<file path="src/rtl/readout_stream_axis.sv">
// Scans the FA readout memory once per readoutValid rising edge and streams every
// present entry as an AXI4-Stream beat (index on TUSER, payload on TDATA).
module readout_stream_axis #(
    parameter int ADDR_WIDTH    = 9,
    parameter int DATA_WIDTH    = 96,
    parameter int READ_LATENCY  = 1,
    parameter int OVERRUN_WIDTH = 16
) (
    input  logic                     sysClk,
    input  logic                     sysReset,
    input  logic                     readoutActive,
    input  logic                     readoutValid,
    output logic [ADDR_WIDTH-1:0]    readoutAddress,
    input  logic                     readoutPresent,
    input  logic [DATA_WIDTH-1:0]    readoutData,
    output logic                     mTVALID,
    input  logic                     mTREADY,
    output logic                     mTLAST,
    output logic [DATA_WIDTH-1:0]    mTDATA,
    output logic [ADDR_WIDTH-1:0]    mTUSER,
    output logic                     busy,
    output logic [ADDR_WIDTH:0]      packetCount,
    output logic [OVERRUN_WIDTH-1:0] overrunCount
);

    localparam logic [2:0] S_IDLE  = 3'd0;
    localparam logic [2:0] S_ADDR  = 3'd1;
    localparam logic [2:0] S_WAIT  = 3'd2;
    localparam logic [2:0] S_EVAL  = 3'd3;
    localparam logic [2:0] S_FLUSH = 3'd4;

    localparam logic [ADDR_WIDTH-1:0]    ADDR_LAST = '1;
    localparam logic [ADDR_WIDTH-1:0]    ADDR_ONE  = 1;
    localparam logic [ADDR_WIDTH:0]      CNT_ONE   = 1;
    localparam logic [OVERRUN_WIDTH-1:0] OVR_ONE   = 1;
    localparam logic [OVERRUN_WIDTH-1:0] OVR_MAX   = '1;
    localparam logic [1:0]               LAT_INIT  = 2'(READ_LATENCY - 1);
    localparam logic [1:0]               LAT_ONE   = 2'd1;

    logic [2:0]               state_q, state_d;
    logic [ADDR_WIDTH-1:0]    addr_q, addr_d;
    logic [1:0]               lat_q, lat_d;
    logic                     busy_q, busy_d;
    logic                     rv_prev_q, rv_prev_d;
    logic                     hold_full_q, hold_full_d;
    logic [ADDR_WIDTH-1:0]    hold_idx_q, hold_idx_d;
    logic [DATA_WIDTH-1:0]    hold_data_q, hold_data_d;
    logic                     out_valid_q, out_valid_d;
    logic                     out_last_q, out_last_d;
    logic [ADDR_WIDTH-1:0]    out_user_q, out_user_d;
    logic [DATA_WIDTH-1:0]    out_data_q, out_data_d;
    logic [ADDR_WIDTH:0]      sent_cnt_q, sent_cnt_d;
    logic [ADDR_WIDTH:0]      last_cnt_q, last_cnt_d;
    logic [ADDR_WIDTH:0]      pkt_cnt_q, pkt_cnt_d;
    logic [OVERRUN_WIDTH-1:0] ovr_cnt_q, ovr_cnt_d;

    logic trigger;
    logic slot_free;
    logic scan_abort;
    logic eval_adv;

    assign rv_prev_d  = readoutValid;
    assign trigger    = readoutValid && !rv_prev_q && !readoutActive;
    assign slot_free  = !out_valid_q || mTREADY;
    assign scan_abort = readoutActive &&
                        (state_q == S_ADDR || state_q == S_WAIT || state_q == S_EVAL);

    always_comb begin
        state_d     = state_q;
        addr_d      = addr_q;
        lat_d       = lat_q;
        busy_d      = busy_q;
        hold_full_d = hold_full_q;
        hold_idx_d  = hold_idx_q;
        hold_data_d = hold_data_q;
        out_valid_d = out_valid_q;
        out_last_d  = out_last_q;
        out_user_d  = out_user_q;
        out_data_d  = out_data_q;
        sent_cnt_d  = sent_cnt_q;
        last_cnt_d  = last_cnt_q;
        pkt_cnt_d   = pkt_cnt_q;
        ovr_cnt_d   = ovr_cnt_q;
        eval_adv    = 1'b0;

        if (out_valid_q && mTREADY) begin
            out_valid_d = 1'b0;
            if (out_last_q) pkt_cnt_d = last_cnt_q;
        end

        if (scan_abort) begin
            // The held entry still goes out via FLUSH so the packet is closed with TLAST.
            if (ovr_cnt_q != OVR_MAX) ovr_cnt_d = ovr_cnt_q + OVR_ONE;
            state_d = S_FLUSH;
        end else begin
            case (state_q)
                S_IDLE: begin
                    if (trigger) begin
                        addr_d     = '0;
                        busy_d     = 1'b1;
                        sent_cnt_d = '0;
                        state_d    = S_ADDR;
                    end
                end
                S_ADDR: begin
                    lat_d   = LAT_INIT;
                    state_d = (READ_LATENCY == 1) ? S_EVAL : S_WAIT;
                end
                S_WAIT: begin
                    lat_d = lat_q - LAT_ONE;
                    if (lat_q == LAT_ONE) state_d = S_EVAL;
                end
                S_EVAL: begin
                    eval_adv = 1'b1;
                    if (readoutPresent) begin
                        if (!hold_full_q) begin
                            hold_full_d = 1'b1;
                            hold_idx_d  = addr_q;
                            hold_data_d = readoutData;
                        end else if (slot_free) begin
                            out_valid_d = 1'b1;
                            out_last_d  = 1'b0;
                            out_user_d  = hold_idx_q;
                            out_data_d  = hold_data_q;
                            sent_cnt_d  = sent_cnt_q + CNT_ONE;
                            hold_idx_d  = addr_q;
                            hold_data_d = readoutData;
                        end else begin
                            // Address stays put, so the memory output remains valid next cycle.
                            eval_adv = 1'b0;
                        end
                    end
                    if (eval_adv) begin
                        if (addr_q == ADDR_LAST) begin
                            state_d = S_FLUSH;
                        end else begin
                            addr_d  = addr_q + ADDR_ONE;
                            state_d = S_ADDR;
                        end
                    end
                end
                S_FLUSH: begin
                    if (hold_full_q) begin
                        if (slot_free) begin
                            out_valid_d = 1'b1;
                            out_last_d  = 1'b1;
                            out_user_d  = hold_idx_q;
                            out_data_d  = hold_data_q;
                            last_cnt_d  = sent_cnt_q + CNT_ONE;
                            sent_cnt_d  = '0;
                            hold_full_d = 1'b0;
                            busy_d      = 1'b0;
                            state_d     = S_IDLE;
                        end
                    end else begin
                        pkt_cnt_d  = '0;
                        sent_cnt_d = '0;
                        busy_d     = 1'b0;
                        state_d    = S_IDLE;
                    end
                end
                default: begin
                    busy_d  = 1'b0;
                    state_d = S_IDLE;
                end
            endcase
        end
    end

    always_ff @(posedge sysClk or posedge sysReset) begin
        if (sysReset) begin
            state_q     <= S_IDLE;
            addr_q      <= '0;
            lat_q       <= '0;
            busy_q      <= 1'b0;
            rv_prev_q   <= 1'b0;
            hold_full_q <= 1'b0;
            hold_idx_q  <= '0;
            hold_data_q <= '0;
            out_valid_q <= 1'b0;
            out_last_q  <= 1'b0;
            out_user_q  <= '0;
            out_data_q  <= '0;
            sent_cnt_q  <= '0;
            last_cnt_q  <= '0;
            pkt_cnt_q   <= '0;
            ovr_cnt_q   <= '0;
        end else begin
            state_q     <= state_d;
            addr_q      <= addr_d;
            lat_q       <= lat_d;
            busy_q      <= busy_d;
            rv_prev_q   <= rv_prev_d;
            hold_full_q <= hold_full_d;
            hold_idx_q  <= hold_idx_d;
            hold_data_q <= hold_data_d;
            out_valid_q <= out_valid_d;
            out_last_q  <= out_last_d;
            out_user_q  <= out_user_d;
            out_data_q  <= out_data_d;
            sent_cnt_q  <= sent_cnt_d;
            last_cnt_q  <= last_cnt_d;
            pkt_cnt_q   <= pkt_cnt_d;
            ovr_cnt_q   <= ovr_cnt_d;
        end
    end

    assign readoutAddress = addr_q;
    assign mTVALID        = out_valid_q;
    assign mTLAST         = out_last_q;
    assign mTDATA         = out_data_q;
    assign mTUSER         = out_user_q;
    assign busy           = busy_q;
    assign packetCount    = pkt_cnt_q;
    assign overrunCount   = ovr_cnt_q;

endmodule
</file>
<file path="config.mk">
export PLATFORM = sky130hd
export DESIGN_NAME = readout_stream_axis
export DESIGN_NICKNAME = d
export VERILOG_FILES = /design/src/rtl/readout_stream_axis.sv
export SDC_FILE = /design/constraint.sdc
export NUM_CORES = 1
export LEC_CHECK = 0
export ABC_AREA = 0
export CORE_ASPECT_RATIO = 0.6
export CORE_MARGIN = 3
export CORE_UTILIZATION = 50
export DETAILED_ROUTE_END_ITERATION = 10
export PLACE_DENSITY_LB_ADDON = 0.3
export SLEW_MARGIN = 0
export SYNTH_ARGS = -nofsm -noshare
export SYNTH_HDL_FRONTEND = slang
export SYNTH_SLANG_ARGS = --single-unit
export TNS_END_PERCENT = 1
</file>
<file path="constraint.sdc">
create_clock -name sysClk -period 14.45 [get_ports sysClk]
set_input_delay 2.89 -clock sysClk [delete_from_list [all_inputs] [get_ports sysClk]]
set_output_delay 2.89 -clock sysClk [all_outputs]
set_load 0.02 [all_outputs]
</file>
==> results of run 1 <==
report_power, final:
part	internal [W]	switching, W
Combinational	0.000402	0.000342
Clock	0.000347	0.000271
Sequential	0.00101	0.000144
Total	0.00175	0.000757
layout by cell type (no fill, tap or decap), types with 5 or more instances in the layout:
master,instances
clkbuf_8,6
mux2_1,50
xnor2_1,11
nor2_1,12
and4_1,7
xor2_1,8
buf_4,6
and3_1,11
ha_1,5
a21oi_1,26
clkinv_2,5
nor2b_1,5
nand3_1,14
clkdlybuf4s50_1,244
clkbuf_16,25
nand2_1,51
inv_1,8
o21ai_0,23
nand4_1,8
mux2_2,165
dfrtp_1,275
a31oi_1,10
state kept, by name, indices dropped and copies added (netlist names):
signal          cells
hold_full_q         1
sent_cnt_q         10
mTLAST              1
state_q             3
hold_idx_q          9
packetCount        10
overrunCount       16
readoutAddress      9
lat_q               2
mTVALID             1
mTDATA             96
busy                1
last_cnt_q         10
rv_prev_q           1
hold_data_q        96
mTUSER              9
layout make-up:
| cell class | instances | area (um^2) |
|---|---|---|
| sequential | 275 | 6880 |
| clock inverter | 6 | 33.8 |
| multi-input combinational | 466 | 3960 |
| inverter | 9 | 41.3 |
| clock buffer | 35 | 723 |
| timing repair buffer | 250 | 2490 |
| fill | 1552 | 6920 |
| tap | 279 | 349 |
metrics by stage:
stage	setup WS, ns	util, %	std cells	hold slack, ns	area [um^2]
global placement	8.67	64.1	1279	0.464	13700
CTS	9.16	67.7	1320	0.484	14500
global route	9.01	67.7	1320	0.502	14500
finish	9.15	67.7	1320	0.478	14500
floorplan	3.98	-	792	0.444	11100
detailed placement	8.60	64.1	1279	0.470	13700
cell families after synthesis:
group	after synthesis	share of synthesized area, %
simple gates	137	6.57
compound gates	88	4.94
fa+ha+maj	5	0.564
xor+xnor	19	1.50
mux	217	22.0
flops	275	62.0
buf+inv	51	2.40
synth_stat cells (all sizes together) (5+ instances only):
master	n	share of area [%]
mux2	215	22
ha	5	0.56
buf	28	1.6
xor2	8	0.63
nand2	51	1.7
nor2	14	0.56
o21ai	23	1.0
nand4	8	0.45
nor2b	5	0.28
clkbuf	14	0.47
and3	11	0.62
inv	9	0.30
a21oi	26	1.2
xnor2	11	0.87
and4	7	0.55
a31oi	10	0.56
dfrtp	275	62
nand3	15	0.68
metal layers:
| layer | share of wire [%] | vias up | track usage, % |
|---|---|---|---|
| met5 | 0 | - | 0 |
| met4 | 1.4 | 0 | 3.93 |
| met3 | 7.9 | 27 | 5.97 |
| met2 | 43 | 204 | 30.5 |
| met1 | 47 | 3638 | 30.6 |
| li1 | - | 3301 | - |
worst max-delay path, cell delays in order:
cell and delay [ns]:
clkdlybuf4s50_1 0.69, and4bb_2 0.35, nand3_4 0.50, buf_4 0.77, mux2_2 0.42
worst paths after layout:
path	from	endpoint	slack (ns)	depth (start not counted)
max	readoutActive	hold_data_q[91]$_DFFE_PP0P_	9.15	5
min	hold_idx_q[8]$_DFFE_PP0P_	hold_idx_q[8]$_DFFE_PP0P_	0.48	2
max reg2reg	state_q[0]$_DFFE_PP0P_	hold_data_q[91]$_DFFE_PP0P_	11.63	4
min reg2reg	hold_idx_q[8]$_DFFE_PP0P_	hold_idx_q[8]$_DFFE_PP0P_	0.48	2
max in group asynchronous	sysReset	hold_data_q[29]$_DFFE_PP0P_	9.85	3
min in group asynchronous	sysReset	mTDATA[19]$_DFFE_PP0P_	2.98	2
==> flow_metrics.py, run 1 <==
metrics = {
    "status": {
        "outcome": "finished clean",
    },
    "grt": {
        "grt-ovfl-total": 0,
        "antenna_found_initial": 0,
        "grt_max_degree": 149,
        "grtUsageTotal_pct": 20.6,
        "grt_pass1_wl_um": 39700,
        "grt_pass1_vias": 7186,
    },
    "finish": {
        "fin_nets": 1134,
        "area_growth_pct": 30.5,
        "drive_gt1_share_pct": 20.9,
        "diodes": 0,
    },
    "clocking": {
        "cts_tree": "done",
        "ctsHoldBuffers": 0,
        "htree_num_levels": 1,
        "ctsLongestPathBuffers": 3,
        "clock_latency_ns": 0.52,
        "cts-root-buf": "clkbuf_16",
        "clk_pin_slew_ns": 0.06,
        "ctsResizeCount": 0,
        "post-cts-setup-buffers": 0,
        "clkSinkCount": 275,
        "numCtsBuffers": 25,
    },
    "sta": {
        "hold_viol": 0,
        "tns_ns": 0,
        "layout_worst_path_cycle_share_pct": 36.6,
        "rsz0062_at_grt": "no",
        "fin_skew_ns": 0.0164,
        "worst_slew_pin_slew_ns": 1.02,
        "slew_violations": 0,
        "setup_violations": 0,
        "period_needed_ns": 5.30,
        "slew_headroom_pct": 32.1,
        "max_freq_ghz": 0.189,
    },
    "synthesis": {
        "ys_warn_count": 0,
        "ys_seq_area_share_pct": 62.0,
        "async_reset_ff_share_pct": 100,
        "synth_cell_types": 51,
        "syn_nets": 899,
        "synth_area_mm2": 0.0111,
        "postSynthCellCount": 792,
        "synthFlopType": "dfrtp_1",
        "syn_area_per_cell_um2": 14.0,
        "ys_ff_latch": 275,
        "synth-edff-count": 0,
    },
    "pwr": {
        "total_power_w": 0.00251,
        "ir_drop_uv": 127,
        "cellPowerDensity_mw_per_mm2": 173,
        "leakagePower_nw": 6.67,
    },
    "worst_setup_path": {
        "cp.arrival_ns": 5.70,
        "cp-end-kind": "flip-flop",
        "worstPathRequired_ns": 14.85,
        "cp_max_fo": 63,
        "crit_path_start_kind": "primary input",
        "path_class": "primary input to flip-flop",
    },
    "floorplan": {
        "die_w_um": 198,
        "core_area_mm2": 0.0214,
        "initial_core_util_pct": 51.9,
        "row_count": 41,
        "die_h_um": 121,
        "die_area_mm2": 0.0241,
        "io_pins": 245,
    },
    "detailed_routing": {
        "route.detailed.drc": 0,
        "routed_via_density": 5.43,
        "antenna_left": 0,
        "drt-total-wl_um": 25000,
        "wire_per_inst_um": 19.0,
        "first_pass_iters": 4,
        "drt_iter0_markers": 405,
        "vias": 7170,
    },
    "job": {
        "cap_viol_max_count": 0,
    },
    "placed_design": {
        "portBuffers": 244,
        "dp_hpwl_um": 17200,
        "gp_congestion": 0.883,
    },
    "worst_hold_path": {
        "hold_path.class": "flip-flop to flip-flop",
    },
}
No activity file was read; power rests on OpenSTA's default activity.
==> run 2: changes to the inputs <==
--- a/config.mk
+++ b/config.mk
@@ -8,7 +8,7 @@
 export ABC_AREA = 0
 export CORE_ASPECT_RATIO = 0.6
 export CORE_MARGIN = 3
-export CORE_UTILIZATION = 50
+export CORE_UTILIZATION = 46
 export DETAILED_ROUTE_END_ITERATION = 10
 export PLACE_DENSITY_LB_ADDON = 0.3
 export SLEW_MARGIN = 0
==> constraint.sdc (replaced) <==
create_clock -name sysClk -period 4.65 [get_ports sysClk]
set_input_delay 0.93 -clock sysClk [delete_from_list [all_inputs] [get_ports sysClk]]
set_output_delay 0.93 -clock sysClk [all_outputs]
set_load 0.02 [all_outputs]
==> run 2 against run 1 <==
  * Register-to-register slack got worse by 9.6 ns
  * Clock-buffer cell count increased by 2
  * Via count increased by 0.28%
  * Wire length about the same
  * Global-route usage decreased by 1.5 points
  * Clock skew decreased by 0.0095 ns
  * Setup slack got worse by 7.5 ns
  * Critical path type unchanged
==> flow_metrics.py, run 2 (same netlist as run 1, synthesis figures left out) <==
metrics = {
    "worst_setup_path": {
        "r2r_start": "state_q[2]$_DFFE_PP0P_",
        "path_class": "primary input to flip-flop",
        "r2r-end": "mTDATA[93]$_DFFE_PP0P_",
        "cp-end-kind": "flip-flop",
        "crit_path_start_kind": "primary input",
        "worst_r2r_path_depth": 5,
        "worstPathRequired_ns": 5.05,
        "cpMaxStageDelayCell": "clkdlybuf4s50_1",
        "ff2ff_setup_slack_ns": 2.01,
        "slowest_delay_ns": 0.60,
        "cp_max_fo": 99,
        "crit_chain": "clkdlybuf4s50_1, and4bb_2, a21boi_2, nor2_4, buf_12, mux2_2",
        "cp.arrival_ns": 3.44,
    },
    "detailed_routing": {
        "wire_per_inst_um": 18.3,
        "antenna_left": 0,
        "drt-total-wl_um": 25000,
        "route.detailed.drc": 0,
        "routed_via_density": 5.28,
        "vias": 7190,
        "drt_iter0_markers": 339,
        "first_pass_iters": 5,
    },
    "finish": {
        "final_common_cell": "dfrtp_1",
        "diodes": 0,
        "area_growth_pct": 32.5,
        "multi_input_area_mm2": 0.00396,
        "instances_no_fill": 1363,
        "drive_gt1_share_pct": 21.3,
        "layout_common_cells": "275 x dfrtp_1, 244 x clkdlybuf4s50_1, 165 x mux2_2",
        "layout.area.seq_mm2": 0.00688,
        "fin_nets": 1135,
        "nFillCells": 1787,
        "finalCoreUtilization_pct": 62.8,
    },
    "sta": {
        "max_freq_ghz": 0.329,
        "fin_skew_ns": 0.00693,
        "slew_headroom_pct": 35.4,
        "worst_slew_pin_slew_ns": 0.969,
        "layout_worst_path_cycle_share_pct": 65.3,
        "tns_ns": 0,
        "period_needed_ns": 3.04,
        "hold_viol": 0,
        "slew_violations": 0,
        "rsz0062_at_grt": "no",
        "setup_ws_ns": 1.61,
        "setup_violations": 0,
    },
    "placed_design": {
        "place_ws_ns": 1.16,
        "portBuffers": 244,
        "gp_congestion": 0.815,
        "dp_hpwl_um": 17200,
        "place_inst": 1315,
    },
    "grt": {
        "grt_pass1_vias": 7252,
        "grt_max_degree": 127,
        "grt-ovfl-total": 0,
        "grtUsageTotal_pct": 19.1,
        "antenna_found_initial": 0,
        "grt_pass1_wl_um": 40200,
    },
    "floorplan": {
        "die_area_mm2": 0.0261,
        "core_area_mm2": 0.0234,
        "die_w_um": 207,
        "initial_core_util_pct": 47.4,
        "die_h_um": 126,
        "row_count": 43,
        "io_pins": 245,
    },
    "clocking": {
        "post-cts-setup-buffers": 0,
        "ctsHoldBuffers": 0,
        "ctsLongestPathBuffers": 3,
        "clk_pin_slew_ns": 0.06,
        "clkSinkCount": 275,
        "ctsResizeCount": 0,
        "clock_latency_ns": 0.51,
        "htree_num_levels": 1,
        "numCtsBuffers": 26,
        "cts-root-buf": "clkbuf_16",
        "cts_tree": "done",
    },
    "worst_hold_path": {
        "min_to": "mTDATA[58]$_DFFE_PP0P_",
        "holdPathStages": 1,
        "hold_path.class": "flip-flop to flip-flop",
        "hp-start": "hold_data_q[58]$_DFFE_PP0P_",
    },
    "pwr": {
        "leakagePower_nw": 6.74,
        "cellPowerDensity_mw_per_mm2": 548,
        "total_power_w": 0.00806,
        "ir_drop_uv": 286,
    },
    "job": {
        "cap_viol_max_count": 0,
    },
    "status": {
        "outcome": "finished clean",
    },
}
run 2: cell types whose count changed in the layout (fill, tap and decap cells not counted):
cell,before,now
inv_8,1,0
clkinv_4,0,1
buf_12,0,4
clkinv_2,5,4
clkbuf_1,4,6
bufinv_16,0,3
clkbuf_16,25,27
buf_4,6,2
clkinvlp_4,0,4
clkbuf_8,6,4
inv_6,1,0
run 2: power by group:
group | switching [W] | internal [W] | total, W
logic | 0.00106 | 0.00125 | 0.00231
registers | 0.000446 | 0.00313 | 0.00357
clock network | 0.000884 | 0.00130 | 0.00218
run 2: through the flow:
step                      hold WS (ns)  instance area (um^2)
after CTS                        0.485                 14700
after global routing             0.501                 14700
final                            0.482                 14700
after floorplan                  0.444                 11100
after detailed placement         0.472                 13800
after global placement           0.464                 13800
run 2: final cells by class:
type                    instances  share of cell area, %
flip-flops and latches        275                   46.8
inverters                       9                  0.255
multi-input cells             466                   26.9
repair buffers                250                   17.3
well taps                     315                   2.68
clock inverters                11                  0.961
clock buffers                  37                   5.12
run 2: critical path, delay by kind of cell:
family | cells | cell delay, ns
AO/OA/AOI/OAI | 1 | 0.11
buffers and inverters | 2 | 0.96
multiplexers | 1 | 0.42
AND/OR/NAND/NOR | 2 | 0.76
run 2: layer usage:
| layer | GRT usage, % | vias to the layer above | part of all wire [%] |
|---|---|---|---|
| met5 | 0 | - | 0 |
| met4 | 3.23 | 0 | 1.4 |
| met3 | 5.13 | 28 | 8.1 |
| met2 | 27.3 | 225 | 42 |
| met1 | 29.7 | 3623 | 48 |
| li1 | - | 3314 | - |
run 2: worst max-delay path by stage:
stage               slack, ns                           to          start  depth (start not counted)
floorplan                0.08             busy$_DFFE_PP0P_       sysReset                          1
global placement         1.21  hold_data_q[21]$_DFFE_PP0P_  readoutActive                          5
detailed placement       1.16  hold_data_q[78]$_DFFE_PP0P_  readoutActive                          5
CTS                      1.71  hold_data_q[30]$_DFFE_PP0P_  readoutActive                          5
global route             1.57        mTUSER[8]$_DFFE_PP0P_  readoutActive                          6
finish                   1.61       mTDATA[93]$_DFFE_PP0P_  readoutActive                          6
==> run 3: changes to the inputs <==
==> constraint.sdc (replaced) <==
create_clock -name sysClk -period 2.62 [get_ports sysClk]
set_input_delay 0.524 -clock sysClk [delete_from_list [all_inputs] [get_ports sysClk]]
set_output_delay 0.524 -clock sysClk [all_outputs]
set_load 0.02 [all_outputs]
==> run 3 against run 2 <==
  * Flip-flop and latch count did not move
  * Via count fell by 0.14%
  * Clock power rose by 80%
  * Clock skew rose by 0.0045 ns
  * Utilization rose by 1.1 points
  * Non-clock buffer count rose by 20
  * Worst hold slack got worse by 0.0014 ns
  * Critical path depth rose by 3
  * Largest power group unchanged
  * Highest routed layer unchanged
==> flow_metrics.py, run 3 (same netlist as run 1, synthesis figures left out) <==
metrics = {
    "detailed_routing": {
        "antenna_left": 0,
        "first_pass_iters": 4,
        "vias": 7180,
        "routed_via_density": 5.19,
        "drt-total-wl_um": 25300,
        "route.detailed.drc": 0,
        "drt_iter0_markers": 418,
        "wire_per_inst_um": 18.3,
    },
    "grt": {
        "grt_max_degree": 88,
        "grt-ovfl-total": 0,
        "grt_pass1_vias": 7406,
        "grtUsageTotal_pct": 19.5,
        "grt_pass1_wl_um": 40800,
        "antenna_found_initial": 0,
    },
    "status": {
        "outcome": "finished clean",
    },
    "floorplan": {
        "core_area_mm2": 0.0234,
        "row_count": 43,
        "die_h_um": 126,
        "die_w_um": 207,
        "io_pins": 245,
        "die_area_mm2": 0.0261,
        "initial_core_util_pct": 47.4,
    },
    "placed_design": {
        "gp_congestion": 0.858,
        "place_ws_ns": 0.137,
        "portBuffers": 244,
        "dp_hpwl_um": 17800,
        "place_area_mm2": 0.0141,
        "place_inst": 1335,
    },
    "sta": {
        "period_needed_ns": 2.21,
        "setup_violations": 0,
        "worst_slew_pin_slew_ns": 0.677,
        "layout_worst_path_cycle_share_pct": 84.2,
        "rsz0062_at_grt": "no",
        "slew_headroom_pct": 54.7,
        "max_freq_ghz": 0.453,
        "whs_ns": 0.480,
        "setup_ws_ns": 0.414,
        "hold_viol": 0,
        "fin_skew_ns": 0.0114,
        "slew_violations": 0,
    },
    "pwr": {
        "cellPowerDensity_mw_per_mm2": 967,
        "total_power_w": 0.0145,
        "ir_drop_uv": 603,
        "leakagePower_nw": 6.88,
    },
    "finish": {
        "instances_no_fill": 1383,
        "drive_gt1_share_pct": 22.7,
        "fin_nets": 1155,
        "final_common_cell": "dfrtp_1",
        "area_growth_pct": 34.9,
        "multi_input_area_mm2": 0.00396,
        "diodes": 0,
        "layout.area.seq_mm2": 0.00688,
        "finish.instance_area_mm2": 0.0150,
        "layout_common_cells": "275 x dfrtp_1, 244 x clkdlybuf4s50_1, 165 x mux2_2",
        "nFillCells": 1775,
    },
    "worst_setup_path": {
        "crit_chain": "and3_1, nand3_1, nor2_1, ha_1, inv_1, a32oi_1, buf_4, nor3_1, mux2_2",
        "crit_path_start_kind": "flip-flop",
        "crit_family": "simple AND/OR/NAND/NOR gates",
        "cpMaxStageDelayCell": "dfrtp_1",
        "cp_num_buf_inv": 2,
        "worstPathRequired_ns": 3.04,
        "r2r-end": "readoutAddress[4]$_DFFE_PP0P_",
        "cp_max_fo": 11,
        "cp.arrival_ns": 2.62,
        "r2r_start": "readoutAddress[2]$_DFFE_PP0P_",
        "ff2ff_setup_slack_ns": 0.41,
        "cp-end-kind": "flip-flop",
        "path_class": "flip-flop to flip-flop",
        "worst_r2r_path_depth": 9,
        "slowest_delay_ns": 0.47,
    },
    "clocking": {
        "cts-root-buf": "clkbuf_16",
        "ctsHoldBuffers": 0,
        "post-cts-setup-buffers": 0,
        "htree_num_levels": 1,
        "ctsLongestPathBuffers": 3,
        "clkSinkCount": 275,
        "numCtsBuffers": 26,
        "cts_tree": "done",
        "ctsResizeCount": 0,
        "clk_pin_slew_ns": 0.06,
        "clock_latency_ns": 0.53,
    },
    "worst_hold_path": {
        "holdPathStages": 2,
        "hold_path.class": "flip-flop to flip-flop",
        "hp-start": "last_cnt_q[3]$_DFFE_PP0P_",
        "min_to": "last_cnt_q[3]$_DFFE_PP0P_",
    },
    "job": {
        "cap_viol_max_count": 0,
    },
}
## run 3: layer usage
layer | up-vias | global-route usage [%] | share of wire (%)
met2 | 178 | 28.3 | 42
li1 | 3349 | - | -
met4 | 0 | 3.75 | 1.6
met1 | 3622 | 29.3 | 48
met5 | - | 0 | 0
met3 | 31 | 6.28 | 8.1
## run 3: how the worst max path moves through the flow
stage / slack [ns] / end / cells past startpoint / start
floorplan: -1.54 / busy$_DFFE_PP0P_ / 1 / sysReset
CTS: 0.39 / readoutAddress[5] / 1 / readoutAddress[5]$_DFFE_PP0P_
global route: 0.26 / readoutAddress[4]$_DFFE_PP0P_ / 9 / readoutAddress[2]$_DFFE_PP0P_
finish: 0.41 / readoutAddress[4]$_DFFE_PP0P_ / 9 / readoutAddress[2]$_DFFE_PP0P_
global placement: 0.19 / mTDATA[34]$_DFFE_PP0P_ / 7 / readoutActive
detailed placement: 0.14 / mTDATA[34]$_DFFE_PP0P_ / 7 / readoutActive
## run 3: final cells by class
cell class	instances	share of cell area (%)
clock buffers	43	5.52
clock inverters	5	0.543
inverters	9	0.251
multi-input cells	466	26.5
flip-flops and latches	275	46.0
well taps	315	2.63
repair buffers	270	18.6
## run 3: power by group
group	switching [W]	internal (W)
Sequential	0.000717	0.00555
Clock	0.00159	0.00234
Combinational	0.00196	0.00232
## run 3: tightest hold or removal path: stages (launching register included)
cell	delay [ns]
dfrtp_1	0.34
nand2_1	0.04
o21ai_0	0.06
## run 3: metrics by stage
stage                     TNS (ns)  util (%)
final                            0      64.0
after global routing             0      64.0
after CTS                        0      64.0
after detailed placement         0      60.1
after global placement           0      60.1
after floorplan            -423.88         -
==> RTL change 1: new RTL, settings of run 2 <==
Register the output `overrunCount` once more, with the module's reset; this adds one clock of latency there. The other outputs are not delayed to match.
--- a/src/rtl/readout_stream_axis.sv
+++ b/src/rtl/readout_stream_axis.sv
@@ -212,6 +212,12 @@
     assign mTUSER         = out_user_q;
     assign busy           = busy_q;
     assign packetCount    = pkt_cnt_q;
-    assign overrunCount   = ovr_cnt_q;
+    always_ff @(posedge sysClk or posedge sysReset) begin
+        if (sysReset) begin
+            overrunCount <= '0;
+        end else begin
+            overrunCount <= ovr_cnt_q;
+        end
+    end
 
 endmodule
Behaviour: not the same (Yosys sat finds a counterexample within 4 cycles, from zero or initial values and one cycle with sysReset high).
==> RTL change 1 against run 2 <==
Register-to-register slack better by 0.05 ns; routed wire length up 1.7%; cell area up 4.5%; area after synthesis up 4.8%; critical endpoint is now mTDATA[37]$_DFFE_PP0P_; sequential cell count up 16; power down 6.2%; setup slack better by 0.24 ns.
==> RTL change 1: results (changes against run 2) <==
| Metric | Value |
|---|---|
| Outcome | `finished clean` |
| Total combinational power | `1.59 mW (-31%)` |
| Ratio of cells with drive above 1 in the final layout | `0.268 (+0.0551)` |
| HP Class | `reg2reg` |
| Worst slew pin tran | `1.21 ns (+0.244 ns)` |
| N_diodes | `0 (unchanged)` |
| Peak VDD IR | `319 uV (+11%)` |
| Post CTS Setup Buffer Count | `0 (unchanged)` |
| # resized after CTS | `0 (unchanged)` |
| Highest clock rate | `0.358 GHz (+8.7%)` |
| Worst-Skew Late Latency | `0.54 ns (+0.03 ns)` |
| Vias | `7206 (+0.22%)` |
| Number of buffers on the longest clock path | `3 (unchanged)` |
| R2r endpoint | `readoutAddress[6]$_DFFE_PP0P_` |
| R2r worst-path depth | `4 (-1)` |
| Gpl congestion | `0.807 (-0.96%)` |
| Total Wirelength | `25400 um (+1.7%)` |
| Pleak | `7.11 nW (+5.6%)` |
| Setup crit end | `mTDATA[37]$_DFFE_PP0P_` |
| Pre-CTS setup slack | `1.29 ns (+0.131 ns)` |
| Hpwl dp | `17500 um (+1.9%)` |
| Synth warn | `0 (unchanged)` |
| Asr flop ratio synth | `1.00 (unchanged)` |
| Synth area leaders | `dfrtp_1, mux2_2, mux2_4` |
| Sequential share of power | `0.469 (+0.026)` |
| Reg2reg setup slack | `2.06 ns (+0.05 ns)` |
| CP Max Fanout | `61 (-38%)` |
| Hold WS | `0.435 ns (-0.0470 ns)` |
| CP arrival | `3.21 ns (-0.23 ns)` |
| Final nets | `1152 (+1.5%)` |
| H-tree depth | `1 (unchanged)` |
| HP Start | `ovr_cnt_q[1]$_DFFE_PP0P_` |
| Syn Nets | `909 (+1.1%)` |
| Largest net degree at the start of global routing | `106 (-17%)` |
| First-pass DRT Iterations | `6 (+1)` |
| First DRT Iteration DRCs | `361 (+6.5%)` |
| Worst-path clk slew | `0.07 ns` |
| Tot GR Track Use | `0.187 (-0.00422)` |
| Leading cell types by count after synthesis | `dfrtp_1, mux2_2, nand2_1, mux2_4, a21oi_1` |
| Initial antenna violation count | `1 (+1)` |
| CP startpoint | `readoutActive` |
| NetSw | `2.04 mW (-15%)` |
| Clock Skew | `0.0103 ns (+0.00339 ns)` |
| Seq/Total Area, Yosys | `0.626 (+0.00580)` |
| Hold Path Depth | `0 (-1)` |
| RR Startpoint | `state_q[1]$_DFFE_PP0P_` |
| Hold EP | `overrunCount[1]$_DFF_PP0_` |
| Root Driver | `clkbuf_16` |
| Count of input and output buffers | `244 (unchanged)` |
| Global-route wire length before repair | `40700 um (+1.3%)` |
| CTS Buf Count | `28 (+7.7%)` |
| Yosys cell types | `53 (+3.9%)` |
==> RTL change 1: cell types whose count changed after synthesis, moves of 4 or more <==
cell / before / now
a21o_1: 4 / 0
a22o_1: 4 / 0
buf_4: 1 / 5
clkbuf_1: 14 / 9
dfrtp_1: 275 / 291
mux2_1: 50 / 0
mux2_2: 165 / 177
mux2_4: 0 / 39
nand2b_1: 2 / 10
nor2_1: 12 / 6
==> RTL change 1: through the flow <==
step,instances,power [mW],area [sq um],setup TNS (ns)
floorplan,802,4.53,11600,-41.08
global route,1386,7.97,15400,0
global placement,1337,5.12,14400,0
CTS,1386,7.66,15400,0
finish,1386,7.57,15400,0
detailed placement,1337,5.20,14400,0
==> RTL change 1: logic make-up after synthesis <==
| kind of cell | after synthesis | synth area share |
|---|---|---|
| AND/OR/NAND/NOR | 136 | 0.0640 |
| multiplexers | 217 | 0.223 |
| flip-flops | 291 | 0.626 |
| adder cells (fa/ha/maj) | 5 | 0.00538 |
| AO/OA/AOI/OAI | 86 | 0.0447 |
| buffers and inverters | 47 | 0.0223 |
| XOR/XNOR | 20 | 0.0151 |
==> RTL change 1: critical path: stages <==
cell	delay [ns]
clkdlybuf4s50_1	0.74
o21ai_2	0.15
nand3_4	0.11
buf_4	0.73
mux2_2	0.43
==> RTL change 1: area by class of cell <==
class                           count  area [sq um]
Tap cell                          322           403
Clock inverter                     13           199
Inverter                            6          26.3
Fill cell                        1858          9130
Clock buffer                       36           802
Multi-Input combinational cell    464          4110
Timing Repair Buffer              254          2550
Sequential cell                   291          7280
==> RTL change 1: routing by layer <==
metal  vias to the layer above  GRT usage  wire [um]
li1                       3362          -          -
met4                         2     0.0358        463
met2                       220      0.256      10200
met3                        42     0.0723       2490
met1                      3580      0.283      12200
met5                         -          0         13
==> RTL change 2: new RTL, config.mk and constraints of run 2 <==
Made on the original files. The parameter `ADDR_WIDTH` goes from 9 to 10.
--- a/src/rtl/readout_stream_axis.sv
+++ b/src/rtl/readout_stream_axis.sv
@@ -1,7 +1,7 @@
 // Scans the FA readout memory once per readoutValid rising edge and streams every
 // present entry as an AXI4-Stream beat (index on TUSER, payload on TDATA).
 module readout_stream_axis #(
-    parameter int ADDR_WIDTH    = 9,
+    parameter int ADDR_WIDTH    = 10,
     parameter int DATA_WIDTH    = 96,
     parameter int READ_LATENCY  = 1,
     parameter int OVERRUN_WIDTH = 16
Interface: changed (resized mTUSER, packetCount and readoutAddress); port bits go from 245 to 248. The function was not compared with the original's and may differ.
==> RTL change 2 against run 2 <==
Critical path depth unchanged; clock skew increased by 0.0043 ns; register-to-register slack improved by 0.04 ns; cell count increased by 1.2%; setup slack improved by 0.15 ns; routed wire length increased by 1.9%; area after synthesis increased by 0.47%; sequential cell count increased by 6; global-route usage increased by 0.51 points; cell area increased by 1.5%; die area increased by 0.45%.
Power is not compared: it rests on default switching activity, and its combinational part moved more than twofold at a synthesized area within 25%.
==> RTL change 2: results (changes against run 2) <==
| Metric | Value |
|---|---|
| Non-clock inverter count | `7 (-2)` |
| Via density | `5.22 (-1.1%)` |
| Yosys reg bits | `281 (+2.2%)` |
| GR Util met3 | `0.0682 (+0.0169)` |
| CP Max Fanout | `33 (-67%)` |
| HP Start | `hold_data_q[86]$_DFFE_PP0P_` |
| RR Startpoint | `state_q[1]$_DFFE_PP0P_` |
| Final setup viols | `0 (unchanged)` |
| Final nets | `1154 (+1.7%)` |
| M2 GR Usage | `0.285 (+0.0115)` |
| H-tree depth | `1 (unchanged)` |
| Clock Skew | `0.0112 ns (+0.00427 ns)` |
| First DRT Iteration DRCs | `336 (-0.88%)` |
| Met1 GRT Util | `0.288 (-0.00875)` |
| Top Metal Used | `met4` |
| Footprint of the multi-input gates | `3930 sq um (-0.66%)` |
| Pleak | `6.89 nW` |
| Syn Nets | `900 (+0.11%)` |
| Register area | `7030 sq um (+2.2%)` |
| Count of input and output buffers | `247 (+1.2%)` |
| Vias in the first global route | `7394 (+2.0%)` |
| Avg Inst Size Synth | `14.0 sq um (+0.22%)` |
| Non-clk buf share | `0.179 (+0.00672)` |
| Clk tree area frac | `0.0574 (-0.00340)` |
| Clock buffers | `39 (+5.4%)` |
| Total combinational power | `691 uW` |
| Outcome | `finished clean` |
| Gpl congestion | `0.831 (+2.0%)` |
| CP delay by family, top | `simple AND/OR/NAND/NOR gates` |
| Buffers, non-clock | `259 (+3.6%)` |
| Initial antenna violation count | `0 (unchanged)` |
| Pre-CTS setup slack | `1.23 ns (+0.0754 ns)` |
| Tot GR Track Use | `0.196 (+0.00506)` |
| Ratio of cells with drive above 1 in the final layout | `0.265 (+0.0520)` |
| Synth warn | `0 (unchanged)` |
| N_diodes | `0 (unchanged)` |
| Largest net degree at the start of global routing | `131 (+3.1%)` |
| Number of buffers on the longest clock path | `3 (unchanged)` |
| Metal3 WL | `2160 um (+6.8%)` |
| Fillers | `1819 (+1.8%)` |
| Fraction of area in multi-input gates | `0.264 (-0.00567)` |
| Layout Utilization | `0.636 (+0.00779)` |
| Multi-input gates | `473 (+1.5%)` |
| Total Wirelength | `25500 um (+1.9%)` |
| Placed Area | `14100 sq um (+1.8%)` |
| Final std cells w/o fill | `1380 (+1.2%)` |
| Wire length on met1 | `11900 um (-1.2%)` |
| Leading cell types by count after synthesis | `dfrtp_1, mux2_2, nand2_1, nor2_1, a21oi_1` |
| Worst slew pin tran | `0.851 ns (-0.118 ns)` |
| Crit-path slowest cell | `nor2_4` |
| Peak per-stage delay on the critical path | `0.74 ns (+0.14 ns)` |
| Synth area leaders | `dfrtp_1, mux2_2, nand2_1` |
| Yosys cell types | `50 (-2.0%)` |
| Seq/Total Area, Yosys | `0.631 (+0.0105)` |
| Total power | `about 5.7 mW` |
| Placed Instances | `1335 (+1.5%)` |
| Global-route wire length before repair | `41100 um (+2.3%)` |
| Met2 WL | `10900 um (+3.1%)` |
| Hpwl dp | `17800 um (+3.6%)` |
| CP arrival | `3.29 ns (-0.15 ns)` |
RTL change 2: worst paths after layout:
path / endpoint / slack, ns / depth (start not counted)
min in group asynchronous: mTDATA[33]$_DFFE_PP0P_ / 0.83 / 2
setup / recovery: hold_data_q[18]$_DFFE_PP0P_ / 1.76 / 6
hold reg to reg: mTDATA[86]$_DFFE_PP0P_ / 0.50 / 1
max in group asynchronous: mTDATA[11]$_DFFE_PP0P_ / 2.76 / 3
setup reg to reg: hold_data_q[18]$_DFFE_PP0P_ / 2.05 / 5
hold / removal: mTDATA[86]$_DFFE_PP0P_ / 0.50 / 1
RTL change 2: kinds of logic after synthesis:
kind of cell	Yosys count	share of synthesized area
adders and majority gates	4	0.00449
buffers and inverters	40	0.0177
AOI/OAI and AO/OA	70	0.0369
and+or+nand+nor	157	0.0703
muxes	223	0.225
DFF	281	0.631
xor gates and xnor gates	19	0.0149
